$ cat src/rtl/cpu_bus_supervisor.sv
// Halts or restarts the cpuv2 core and arbitrates its byte-wide RAM between the CPU and
// the serial monitor. Control outputs are registered; the memory mux follows the registered state.
module cpu_bus_supervisor #(
  parameter int unsigned addr_width   = 9,
  parameter int unsigned BOOT_ADDR    = 0,
  parameter int unsigned HALT_TIMEOUT = 16
) (
  input  logic                  clk,
  input  logic                  reset,
  // CPU side
  input  logic [addr_width-1:0] cpu_raddr,
  input  logic [addr_width-1:0] cpu_waddr,
  input  logic                  cpu_write,
  input  logic [7:0]            cpu_wdata,
  output logic [7:0]            cpu_rdata,
  output logic                  cpu_reset,
  output logic                  cpu_halt,
  input  logic                  cpu_halted,
  output logic [addr_width-1:0] cpu_start_address,
  // monitor side
  input  logic                  mon_req,
  output logic                  mon_gnt,
  input  logic [addr_width-1:0] mon_raddr,
  input  logic [addr_width-1:0] mon_waddr,
  input  logic                  mon_write,
  input  logic [7:0]            mon_wdata,
  output logic [7:0]            mon_rdata,
  input  logic                  mon_run,
  input  logic [addr_width-1:0] mon_start_addr,
  // RAM side
  output logic [addr_width-1:0] mem_raddr,
  output logic [addr_width-1:0] mem_waddr,
  output logic                  mem_write,
  output logic [7:0]            mem_wdata,
  input  logic [7:0]            mem_rdata,
  // status
  output logic                  cpu_stopped,
  output logic                  halt_timeout
);

  localparam int unsigned CntW = (HALT_TIMEOUT > 1) ? $clog2(HALT_TIMEOUT) : 1;
  localparam logic [CntW-1:0] CntLast = CntW'(HALT_TIMEOUT - 1);

  typedef enum logic [2:0] {
    StStart,
    StRun,
    StHaltReq,
    StMon,
    StIdle
  } state_e;

  state_e                  state_q, state_d;
  logic [CntW-1:0]         cnt_q, cnt_d;
  logic [addr_width-1:0]   start_d;
  logic                    stopped_d;
  logic                    timeout_d;
  logic                    forced;
  logic                    cpu_reset_d;
  logic                    cpu_halt_d;
  logic                    mon_gnt_d;

  always_comb begin
    state_d   = state_q;
    cnt_d     = cnt_q;
    start_d   = cpu_start_address;
    stopped_d = cpu_stopped;
    timeout_d = halt_timeout;
    forced    = 1'b0;

    case (state_q)
      StStart: state_d = StRun;
      StRun: begin
        if (mon_req) begin
          state_d = StHaltReq;
          cnt_d   = '0;
        end else if (cpu_halted) begin
          state_d   = StIdle;
          stopped_d = 1'b1;
        end
      end
      // A dropped mon_req does not abort the halt; StMon then falls through to StIdle.
      StHaltReq: begin
        if (cpu_halted) begin
          state_d   = StMon;
          timeout_d = 1'b0;
        end else if (cnt_q == CntLast) begin
          state_d   = StMon;
          timeout_d = 1'b1;
          forced    = 1'b1;
        end else if (cnt_q != '1) begin
          cnt_d = cnt_q + 1'b1;
        end
      end
      StMon: begin
        if (mon_run) begin
          state_d = StStart;
          start_d = mon_start_addr;
        end else if (!mon_req) begin
          state_d = StIdle;
        end
      end
      StIdle: begin
        if (mon_run) begin
          state_d = StStart;
          start_d = mon_start_addr;
        end else if (mon_req) begin
          state_d = StMon;
        end
      end
      default: state_d = StStart;
    endcase

    if (state_d == StStart) begin
      stopped_d = 1'b0;
    end

    // A timed-out CPU is kept in reset until the next run command.
    case (state_d)
      StStart:        cpu_reset_d = 1'b1;
      StMon, StIdle:  cpu_reset_d = forced | cpu_reset;
      default:        cpu_reset_d = 1'b0;
    endcase

    cpu_halt_d = (state_d == StHaltReq) || (state_d == StMon) || (state_d == StIdle);
    mon_gnt_d  = (state_d == StMon);
  end

  always_ff @(posedge clk) begin
    if (reset) begin
      state_q           <= StStart;
      cnt_q             <= '0;
      cpu_reset         <= 1'b1;
      cpu_halt          <= 1'b0;
      mon_gnt           <= 1'b0;
      cpu_start_address <= addr_width'(BOOT_ADDR);
      cpu_stopped       <= 1'b0;
      halt_timeout      <= 1'b0;
    end else begin
      state_q           <= state_d;
      cnt_q             <= cnt_d;
      cpu_reset         <= cpu_reset_d;
      cpu_halt          <= cpu_halt_d;
      mon_gnt           <= mon_gnt_d;
      cpu_start_address <= start_d;
      cpu_stopped       <= stopped_d;
      halt_timeout      <= timeout_d;
    end
  end

  // In StIdle nobody owns the bus: addresses follow the CPU but writes are blocked.
  always_comb begin
    mem_raddr = cpu_raddr;
    mem_waddr = cpu_waddr;
    mem_wdata = cpu_wdata;
    mem_write = 1'b0;
    case (state_q)
      StStart, StRun, StHaltReq: mem_write = cpu_write;
      StMon: begin
        mem_raddr = mon_raddr;
        mem_waddr = mon_waddr;
        mem_wdata = mon_wdata;
        mem_write = mon_write;
      end
      default: mem_write = 1'b0;
    endcase
  end

  assign cpu_rdata = mem_rdata;
  assign mon_rdata = mem_rdata;

endmodule

$ cat config.mk
export PLATFORM = sky130hd
export DESIGN_NAME = cpu_bus_supervisor
export DESIGN_NICKNAME = d
export VERILOG_FILES = /design/src/rtl/cpu_bus_supervisor.sv
export SDC_FILE = /design/constraint.sdc
export NUM_CORES = 1
export LEC_CHECK = 0
export ABC_AREA = 1
export ABC_CLOCK_PERIOD_IN_PS = 1300
export CAP_MARGIN = 5
export CORE_ASPECT_RATIO = 0.8
export CORE_MARGIN = 3
export CORE_UTILIZATION = 28
export DETAILED_ROUTE_END_ITERATION = 6
export PLACE_DENSITY = 0.75
export SLEW_MARGIN = 40
export SYNTH_ARGS = -nofsm -noshare
export SYNTH_HDL_FRONTEND = slang
export SYNTH_SLANG_ARGS = --single-unit
$ cat constraint.sdc
create_clock -name clk -period 1.3 [get_ports clk]
set_input_delay 0.325 -clock clk [delete_from_list [all_inputs] [get_ports clk]]
set_output_delay 0.325 -clock clk [all_outputs]
set_load 0.005 [all_outputs]
Word-level counts from Yosys, hierarchy flattened
Index checks and enable logic that the tools add are counted.
{ "word_totals": {"out_inout_bits": 57, "in_bits": 76, "reg_bits": 21} }
{ "op_classes": {"reduce_logical": 14, "n_addsub": 1, "n_bitwise": 2, "n_eq_ne": 13, "muxes": 24} }
{ "op_table": {"columns": ["operator", "n"], "rows": [
  ["two-way mux 3 bit", 8],
  ["two-way mux 9 bit", 2],
  ["two-way mux 4 bit", 4],
  ["one-hot mux 3 bit (5 select lines)", 1],
  ["== test 3 x 2 -> 1 bit, second input constant", 4],
  ["two-way mux 8 bit", 1],
  ["inequality test 2 bit, second input constant", 4],
  ["one-hot mux 4 bit (2 select lines)", 1],
  ["== test 3 bit, second input constant", 2],
  ["logical NOT 3 bit", 2],
  ["OR reduction 2 bit", 3],
  ["two-way mux 1 bit", 5],
  ["AND reduction 5 bit", 1],
  ["adder 4 x 1 -> 4 bit, second input constant", 1],
  ["== test 4 bit, second input constant", 1],
  ["inequality test 4 bit, second input constant", 1],
  ["one-hot mux 1 bit (2 select lines)", 2],
  ["AND reduction 2 bit", 2],
  ["nonzero test 2 bit", 2],
  ["== test 3 x 1 -> 1 bit, second input constant", 1],
  ["AND reduction 3 bit", 1],
  ["OR reduction 3 bit", 1],
  ["logical OR 1 bit", 2],
  ["inverter 1 bit", 1],
  ["bitwise OR 1 bit", 1]
]} }

Longest topological paths before layout
Gate-level depths: netlist (run 1).
{ "logic_depth": {"word_depth": 7, "ltp_mapped": 12, "depth_no_buf": 11} }

Least setup slack after synthesis (run 1)
OpenSTA, ideal clock, no wires.
{ "synth_path": {"kind": "flip-flop to output port", "from": "register state_q[0]", "to": "output mem_raddr[0]", "required_time_ns": 0.975, "n_path_buf": 2, "arrival_ns": 1.016, "path_stages_with_launch": 7, "slack_ns": -0.041, "path_cell_list": "dfxtp_1 > buf_4 > nand2_1 > nor2_4 > buf_2 > nand2_1 > nand2_1"} }
{ "synth_between": {"elab_chain_len": 2} }
{ "synth_lines": {"columns": ["element", "line", "source"], "rows": [
  ["from (decl)", "52", "state_e state_q, state_d;"],
  ["from (signal assigned)", "130", "state_q <= StStart;"],
  ["from (signal assigned)", "139", "state_q <= state_d;"],
  ["== test 3 x 2 -> 1 bit", "156", "case (state_q)"],
  ["two-way mux 9 bit", "156", null],
  ["to (decl)", "31", "output logic [addr_width-1:0] mem_raddr,"]
]} }
No other way between the ends.

Worst setup path in the final report (run 1)
{ "layout_path": {"from": "register state_q[1]", "to": "output mem_raddr[6]"} }
Same word-level chain as after synthesis.

==> results of run 1 <==
-- layout by cell type (no fill, tap or decap), types with 2 or more instances in the layout --
cell	n
nand2_2	31
a21oi_2	2
dfxtp_4	2
inv_4	3
nor2_1	29
inv_6	2
dfxtp_1	14
dlygate4sd2_1	15
buf_4	23
o21ai_2	10
nor2_4	6
clkbuf_8	3
nand3_1	5
nand2_4	7
nand2_1	87
buf_2	27
buf_6	6
dfxtp_2	5
nor2_2	3
a21oi_1	4
inv_1	10
nand2_8	2
buf_8	3
o21ai_0	2
nand3_4	5
clkdlybuf4s50_1	66
-- layer usage --
metal	wire, um	vias up
met4	193	0
met3	507	23
li1	-	1037
met5	0	-
met1	2730	913
met2	3120	104
-- final cells by class --
class / count / area [um^2] / area share
flip-flops and latches: 21 / 434 / 0.142
clock buffers: 3 / 41.3 / 0.0135
well taps: 60 / 75.1 / 0.0246
inverters: 15 / 71.3 / 0.0234
clock inverters: 1 / 5.00 / 0.00164
repair buffers: 142 / 1260 / 0.413
multi-input cells: 201 / 1160 / 0.380
repair inverters: 1 / 6.26 / 0.00205
-- repair_timing --
| action | in CTS | in global routing |
|---|---|---|
| buffers inserted | 15 | 2 |
| resized for setup | 232 | 13 |
| setup endpoints to repair | 62 | 48 |
| gates cloned | 7 | 1 |
| pin swaps | 19 | 10 |
-- registers in the layout, summed over array words and instances, names as in the netlist --
name / flops
cnt_q: 4
cpu_halt: 1
cpu_reset: 1
cpu_start_address: 9
cpu_stopped: 1
halt_timeout: 1
mon_gnt: 1
state_q: 3
-- stage by stage --
step           setup slack, ns  hold slack (ns)  instances
2_1_floorplan          0.00818            0.394        256
3_3_place_gp            -0.498            0.451        421
3_5_place_dp            -0.498            0.459        421
4_1_cts                 -0.451            0.465        447
5_1_grt                 -0.413            0.487        444
6_report                -0.347            0.462        444
-- power breakdown --
part	total [mW]	leakage (nW)	internal, mW	switching (mW)
combinational	1.58	1.29	0.774	0.809
clock	0.436	0.0255	0.214	0.222
sequential	0.770	0.175	0.727	0.0430
total	2.79	1.49	1.71	1.07
-- path summary, 6_finish.rpt --
kind | startpoint | endpoint | cells past startpoint
max | state_q[1]$_SDFF_PP0_ | mem_raddr[6] | 7
min | halt_timeout$_SDFFE_PP0P_ | halt_timeout$_SDFFE_PP0P_ | 2
max reg2reg | state_q[0]$_SDFF_PP0_ | cnt_q[2]$_SDFFE_PP0P_ | 10
min reg2reg | halt_timeout$_SDFFE_PP0P_ | halt_timeout$_SDFFE_PP0P_ | 2
-- tightest hold or removal path: stages (launching register included) --
cell and delay [ns]:
dfxtp_1 0.31, nand2_1 0.07, a21oi_2 0.05
-- cell families after synthesis --
| kind of cell | synth area share |
|---|---|
| buffers and inverters | 0.148 |
| flip-flops | 0.285 |
| adder cells (fa/ha/maj) | 0.00847 |
| AND/OR/NAND/NOR | 0.479 |
| AO/OA/AOI/OAI | 0.0737 |
| XOR/XNOR | 0.00593 |
==> results, run 1 <==
- The flow ran to the end, but the final reports show violations.
- The checks that failed: negative setup slack.
- The fraction of layout instances using a drive strength above 1 is 0.380.
- The overall routing resource usage is 0.205.
- In the synthesized netlist the dominant register cell turns out to be dfxtp_1.
- The first routing iteration left 49 violations.
- The core box area is 0.00484 mm^2.
- The number of remaining DRC errors is 0.
- Entering global routing, the biggest net connects 14 pins.
- The cell class contributing the biggest share of worst-path delay is buffers and inverters.
- The clock transition at the register clock pins on the worst setup and hold paths after CTS is ~0.070 ns.
- The count of nets left with antenna violations once routing finished came out at 0.
- The post-synthesis async set-or-reset flop share is 0.
- The number of hold buffers added after CTS is 0.
- In the post-synthesis netlist, the biggest area contributors are nand2_1, dfxtp_1, nor2_1, buf_4, o21ai_0.
- Setup slack on the critical path of the routed design comes to -0.347 ns.
- The row count is 22.
- The largest vdd supply drop is 870 uV.
- The number of endpoints with negative hold slack in the final report came to 0.
- Detailed placement finished with a half-perimeter wire length of 4000 um.
- Among the stages of the critical path, the cell type that occurs most often is nand2_1.
- The final period demand of the worst path is between 1.5 and 2 ns.
- In this run the number of H-tree levels came out at 1.
- The critical path endpoint category is an output port.
- The synthesized area per cell is 5.77 um^2.
- The total power draw is between 2 and 3 mW.
- The sink count of the clock tree is 21.
- After filler insertion, the fill cell instance count of the layout stands at ~440.
- The pin slew with the least headroom to its limit is between 0.2 and 0.25 ns.
- The initial utilization of the core area, before any placement, comes to 0.305.
- Max-cap violations in this run came to 0.
- The total die area is 0.00619 mm^2.
- The final count of pins violating max slew is 0.
- The number of primary I/O pins is roughly 130.
- For the worst setup path, the data required time is ~0.98 ns.
- The clock passes through at most 2 buffers.
- 0 antenna diodes ended up in the layout.
- The flop and latch count out of synthesis is 21.
- The floorplan step set the die height to between 70 and 80 um.
- The signal on the critical path passes through nand2_4, nor2_4, buf_12, buf_8, nand2_1, nand2_1, buf_2.
- Yosys mapped the design onto 22 distinct sky130hd cell types.
- In this run the static leakage power is 1.49 nW.
- The CTS tree is built.
- The initial antenna violation count is 0.
- The via total after detailed routing is a little over 2000.
- The mapped cell area is approximately 0.0015 mm^2.
- The final layout contains approximately 460 nets.
- Global routing finished with a remaining overflow of 0.
- With fillers left out, the area of the finished cells amounts to between 0.003 and 0.004 mm^2.
- The flop-to-flop setup slack is -0.27 ns.
- Once layout is complete, the utilization of the core stands at 0.630.
- For this run, the register share of the synthesized area comes to 0.285.
- The setup violation total in the final timing report is 48.
- The global-route wire length before repair is between 10000 and 15000 um.
- Setup repair after global routing could not meet its margin everywhere.
- The fraction of met1 tracks used by global routing is 0.242.
- The met3 global-route usage is 0.0373.
- The number of synthesized flops with an enable pin is 0.
- Setup total negative slack on the finished layout was measured at -11.77 ns.
- Of the post-synthesis cell area, the dominant cell type holds 0.310.
- Derived from the worst setup path, the maximum achievable clock frequency is just over 0.6 GHz.
- The critical path in this run is classified as register to output port.
- After detailed routing, the average wire length per cell comes to about 15 um.
- The number of optimization iterations in the first detailed-route pass is 4.
- The area growth from synthesis to layout is 107%.
- The number of nets handed over by synthesis was around 330.
- In the synthesized netlist, the cells that appear most often are nand2_1, nor2_1, dfxtp_1, buf_4, inv_1.
- Measured against its own limit, the worst slew margin works out to 0.850.
- The count of input and output buffers is roughly 110.
- The via count of the first global-routing pass is approximately 2100.
- nand2_1 takes more of the synthesized area than any other cell.
- The final critical-path share of the clock period is 1.27.
- The total routed wirelength is approximately 6600 um.
- The number of cells produced by synthesis is between 200 and 300.
- Among all cell types in the netlist, the one instantiated most often is nand2_1.
- met2 is the most crowded layer.
- The clock latency reported for the late side of the worst-skew pair is between 0.2 and 0.3 ns.
- The total CTS buffers is 3.
- After detailed placement, the total cell area comes to 0.00264 mm^2.
- The maximum fanout count along the critical path is 5.
- The final RePlAce weighted congestion is a little under 0.9.
- The average via count per standard cell is about 4.7.
- The data arrival time of the worst path is roughly 1.3 ns.
- Counting both buffers and inverters, the worst setup path holds a total of 3.
- Dividing total power by cell area gives a power density of slightly above 900 mW/mm^2.
- The floorplan step set the die width to 87.2 um.
- The clock skew after layout is approximately 0.0055 ns.
- The Yosys step of the flow raised 0 warnings.
- The root cell of the clock tree is clkbuf_8.
- In this run the worst hold path is classified as register to register.
- For this run, the slowest stage of the critical path takes ~0.36 ns.
- The library cell contributing the largest single delay on the critical path is dfxtp_4.
- The kind of start point of the critical path is a register.
- The routing usage on met2 is 0.361.
Note: power is estimated with default switching activity, not from simulation.
==> inputs of run 2 (changes only) <==
--- a/config.mk
+++ b/config.mk
@@ -12,6 +12,7 @@
 export CORE_MARGIN = 3
 export CORE_UTILIZATION = 28
 export DETAILED_ROUTE_END_ITERATION = 6
+export GPL_ROUTABILITY_DRIVEN = 0
 export PLACE_DENSITY = 0.75
 export SLEW_MARGIN = 40
 export SYNTH_ARGS = -nofsm -noshare
==> results of run 2 <==
The final DEF is identical to that of run 1; final timing and power are the same.
==> inputs of run 3 (changes only) <==
--- a/config.mk
+++ b/config.mk
@@ -6,8 +6,7 @@
 export NUM_CORES = 1
 export LEC_CHECK = 0
 export ABC_AREA = 1
-export ABC_CLOCK_PERIOD_IN_PS = 1300
-export CAP_MARGIN = 5
+export ABC_CLOCK_PERIOD_IN_PS = 1500
 export CORE_ASPECT_RATIO = 0.8
 export CORE_MARGIN = 3
 export CORE_UTILIZATION = 28
==> constraint.sdc (replaced) <==
create_clock -name clk -period 1.5 [get_ports clk]
set_input_delay 0.375 -clock clk [delete_from_list [all_inputs] [get_ports clk]]
set_output_delay 0.375 -clock clk [all_outputs]
set_load 0.005 [all_outputs]
==> run 3 against run 2 <==
  * Clock skew up 0.0054 ns
  * Sequential power shrank 14%
  * Flip-flop and latch count stayed put
  * Combinational power is 16% lower
  * Highest routed layer unchanged
  * Clock power down 14%
  * Sequential share of layout area down 0.36 points
  * Final area grew 0.53%
  * Wire length shrank 5.7%
  * The run still ends with negative setup slack left
  * Critical path depth unchanged
  * Worst hold slack better by 0.0014 ns
  * Cell count is 0.90% lower
  * Global-route usage shrank 3.1 points
==> results, run 3 (same netlist as run 1, synthesis figures left out) <==
- Setup repair after global routing missed its margin: yes (unchanged).
- Failing checks: negative setup slack (unchanged).
- The row count came to 22 (unchanged).
- The total CTS buffers came to 3 (unchanged).
- The leakage power figure came to 1.66 nW (was 1.49 nW).
- The final period demand of the worst path is between 1.5 and 2 ns.
- The CTS tree is built (unchanged).
- The library cell contributing the largest single delay on the critical path is dfxtp_2 (was dfxtp_4).
- The total half-perimeter wirelength after legalization and detailed placement is 4050 um (was 4000 um).
- The routed length per placed instance is 14.0 um (was 14.8 um).
- The flip-flop count of the largest register, all copies and words added is 9 (unchanged).
- The cell class contributing the biggest share of worst-path delay is buffers and inverters (unchanged).
- The data arrival time of the worst path is 1.32 ns (about the same).
- Critical-path cell list: nand2_2, nor2_4, buf_6, buf_16, nand2_4, nand2_2, buf_2 (was nand2_4, nor2_4, buf_12, buf_8, nand2_1, nand2_1, buf_2).
- The global-route wire length before repair is 8650 um (was 10100 um).
- The number of design-rule violations left by the first detailed-router iteration is 47 (was 49).
- The final worst setup slack is -0.199 ns (was -0.347 ns).
- The overall routing resource usage is 0.174 (was 0.205).
- The remaining global-route overflow is 0 (unchanged).
- The via count of the first global-routing pass is 1821 (was 2121).
- The pin slew with the least headroom to its limit was 0.241 ns (was 0.224 ns).
- The internal portion of total power was 1.51 mW (was 1.71 mW).
- The maximum fanout count along the critical path is 7 (was 5).
- The number of max-cap violations is 0 (unchanged).
- The number of remaining DRC errors is 0 (unchanged).
- The initial antenna violation count is 0 (unchanged).
- The setup violation total in the final timing report is 33 (was 48).
- The tightest hold margin came to 0.463 ns (was 0.462 ns).
- The clock skew after layout was 0.0110 ns (was 0.00553 ns).
- The number of inserted diodes is 0 (unchanged).
- The delay of the slowest cell on the worst path came to 0.34 ns (was 0.36 ns).
- Run status: finished, violations left (unchanged).
- The via total after detailed routing is 1987 (was 2077).
- The number of endpoints with negative hold slack in the final report was 0 (unchanged).
- The maximum clock insertion buffer count came to 2 (unchanged).
- The total die area is 0.00619 mm^2 (unchanged).
- The part of the total power dissipated in combinational logic is 0.561 (was 0.568).
- The initial cell density of the core is 0.305 (unchanged).
- The clock latency reported for the late side of the worst-skew pair is 0.27 ns (about the same).
- The kind of start point of the critical path is a register (unchanged).
- The cell occurring most often along the worst timing path is nand2_2 (was nand2_1).
- The cell area after layout is 0.00307 mm^2 (was 0.00305 mm^2).
- The switching fraction of total power is 0.362 (was 0.385).
- The final design utilization is 0.634 (was 0.630).
- The root cell of the clock tree is clkbuf_8 (unchanged).
- The relative area change from synthesis to final layout is 108% (was 107%).
- The cell area after placement is 0.00264 mm^2 (about the same).
- The sink count of the clock tree was 21 (unchanged).
- The horizontal die dimension is 87.2 um (unchanged).
- The number of levels the H-tree was split into is 1 (unchanged).
- The maximum achievable frequency is about 0.6 GHz.
- The final count of pins violating max slew was 0 (unchanged).
- The height of the die is 71.0 um (unchanged).
- The final total negative setup slack is -4.81 ns (was -11.77 ns).
- The worst slew margin relative to its limit is 0.839 (was 0.850).
- The register with the most flip-flops is cpu_start_address (unchanged).
- The share of total power in sequential cells was 0.281 (was 0.276).
- The fraction of layout instances using a drive strength above 1 is 0.350 (was 0.380).
- Biggest regs: cpu_start_address x9, cnt_q x4, state_q x3 (unchanged).
- The net switching component of the power was 0.854 mW (was 1.07 mW).
- The number of buffer and inverter instances along the worst setup path is 3 (unchanged).
- The most frequent standard cell in the layout excluding fill and tap cells is nand2_1 (unchanged).
- The power share of the clock group came to 0.158 (was 0.156).
- The number of nets in the finished design is 458 (was 462).
- The data required time at the worst endpoint is 1.12 ns (was 0.98 ns).
- The average via count per standard cell came to 4.52 (was 4.68).
- The post-detailed-route count of antenna-violating nets is 0 (unchanged).
- The largest vdd supply drop is 648 uV (was 870 uV).
- The number of primary I/O pins is 133 (unchanged).
- The core box area is 0.00484 mm^2 (unchanged).
- The total routed wirelength was 6170 um (was 6550 um).
- The worst setup path category is register to output port (unchanged).
- The final critical-path share of the clock period is 1.13.
- The critical path endpoint category is an output port (unchanged).
- The pin count of the biggest net entering global routing is 15 (was 14).
- The worst hold path class was register to register (unchanged).
- The total power per unit cell area is 769 mW/mm^2 (was 913 mW/mm^2).
- Commonest cells after routing, fill and taps aside: nand2_1, clkdlybuf4s50_1, nand2_2 (unchanged).
- The number of optimization iterations in the first detailed-route pass is 4 (unchanged).
- The clock transition at the register clock pins on the worst setup and hold paths after CTS was 0.07 ns (about the same).
- The count of input and output buffers is 108 (unchanged).
==> run 3: cell count changes in the layout (fill, tap and decap cells not counted), moves of 3 or more <==
cell	previous run	this run
o21ai_0	2	5
o21ai_1	1	6
buf_4	23	19
o21ai_2	10	3
dlygate4sd2_1	15	1
dfxtp_1	14	17
dlymetal6s2s_1	0	12
nand3_4	5	1
==> run 3: timing repair <==
item                       4_1_cts  5_1_grt
cloned                           4        4
hold buffers                     0        0
pin swaps                        6       13
gates resized for setup        145       69
buffers inserted                 6        7
setup endpoints to repair       29       58
==> run 3: final timing paths <==
kind	startpoint	endpoint	slack, ns	depth (start not counted)
max reg2reg	state_q[0]$_SDFF_PP0_	cpu_reset$_SDFF_PP1_	-0.06	12
min reg2reg	halt_timeout$_SDFFE_PP0P_	halt_timeout$_SDFFE_PP0P_	0.46	2
min	halt_timeout$_SDFFE_PP0P_	halt_timeout$_SDFFE_PP0P_	0.46	2
max	state_q[1]$_SDFF_PP0_	mem_raddr[3]	-0.20	7
==> run 3: tightest hold or removal path, delay by kind of cell (launching register included) <==
family             cells  cell delay (ns)
AOI/OAI and AO/OA      1             0.05
DFF                    1             0.32
and+or+nand+nor        1             0.05
==> run 3: power groups by stage <==
| stage | clock network, mW | registers [mW] | logic, mW |
|---|---|---|---|
| 6_report | 0.373 | 0.663 | 1.32 |
| 5_1_grt | 0.402 | 0.670 | 1.43 |
| 2_1_floorplan | 0 | 0.670 | 0.501 |
| 3_3_place_gp | 0 | 0.667 | 1.06 |
| 3_5_place_dp | 0 | 0.669 | 1.07 |
| 4_1_cts | 0.379 | 0.663 | 1.13 |
==> run 3: cell type report <==
class / count / area [um^2]
Fill cell: 412 / 1770
Timing Repair Buffer: 141 / 1380
Multi-Input combinational cell: 198 / 1080
Sequential cell: 21 / 425
Tap cell: 60 / 75.1
Inverter: 15 / 61.3
Clock buffer: 3 / 41.3
Timing Repair inverter: 1 / 7.51
Clock inverter: 1 / 5.00
==> run 3: stage by stage <==
| step | cells | power, mW | setup slack, ns |
|---|---|---|---|
| after floorplan | 256 | 1.17 | 0.109 |
| after global placement | 420 | 1.73 | -0.353 |
| after detailed placement | 420 | 1.74 | -0.350 |
| after global routing | 440 | 2.51 | -0.256 |
| after CTS | 434 | 2.17 | -0.240 |
| final | 440 | 2.36 | -0.199 |
==> run 3: per-layer routing <==
metal,share of wire,GRT usage,up-vias
li1,-,-,1018
met1,0.41,0.205,872
met2,0.49,0.310,87
met3,0.082,0.0349,10
met4,0.019,0.0596,0
met5,0,0,-
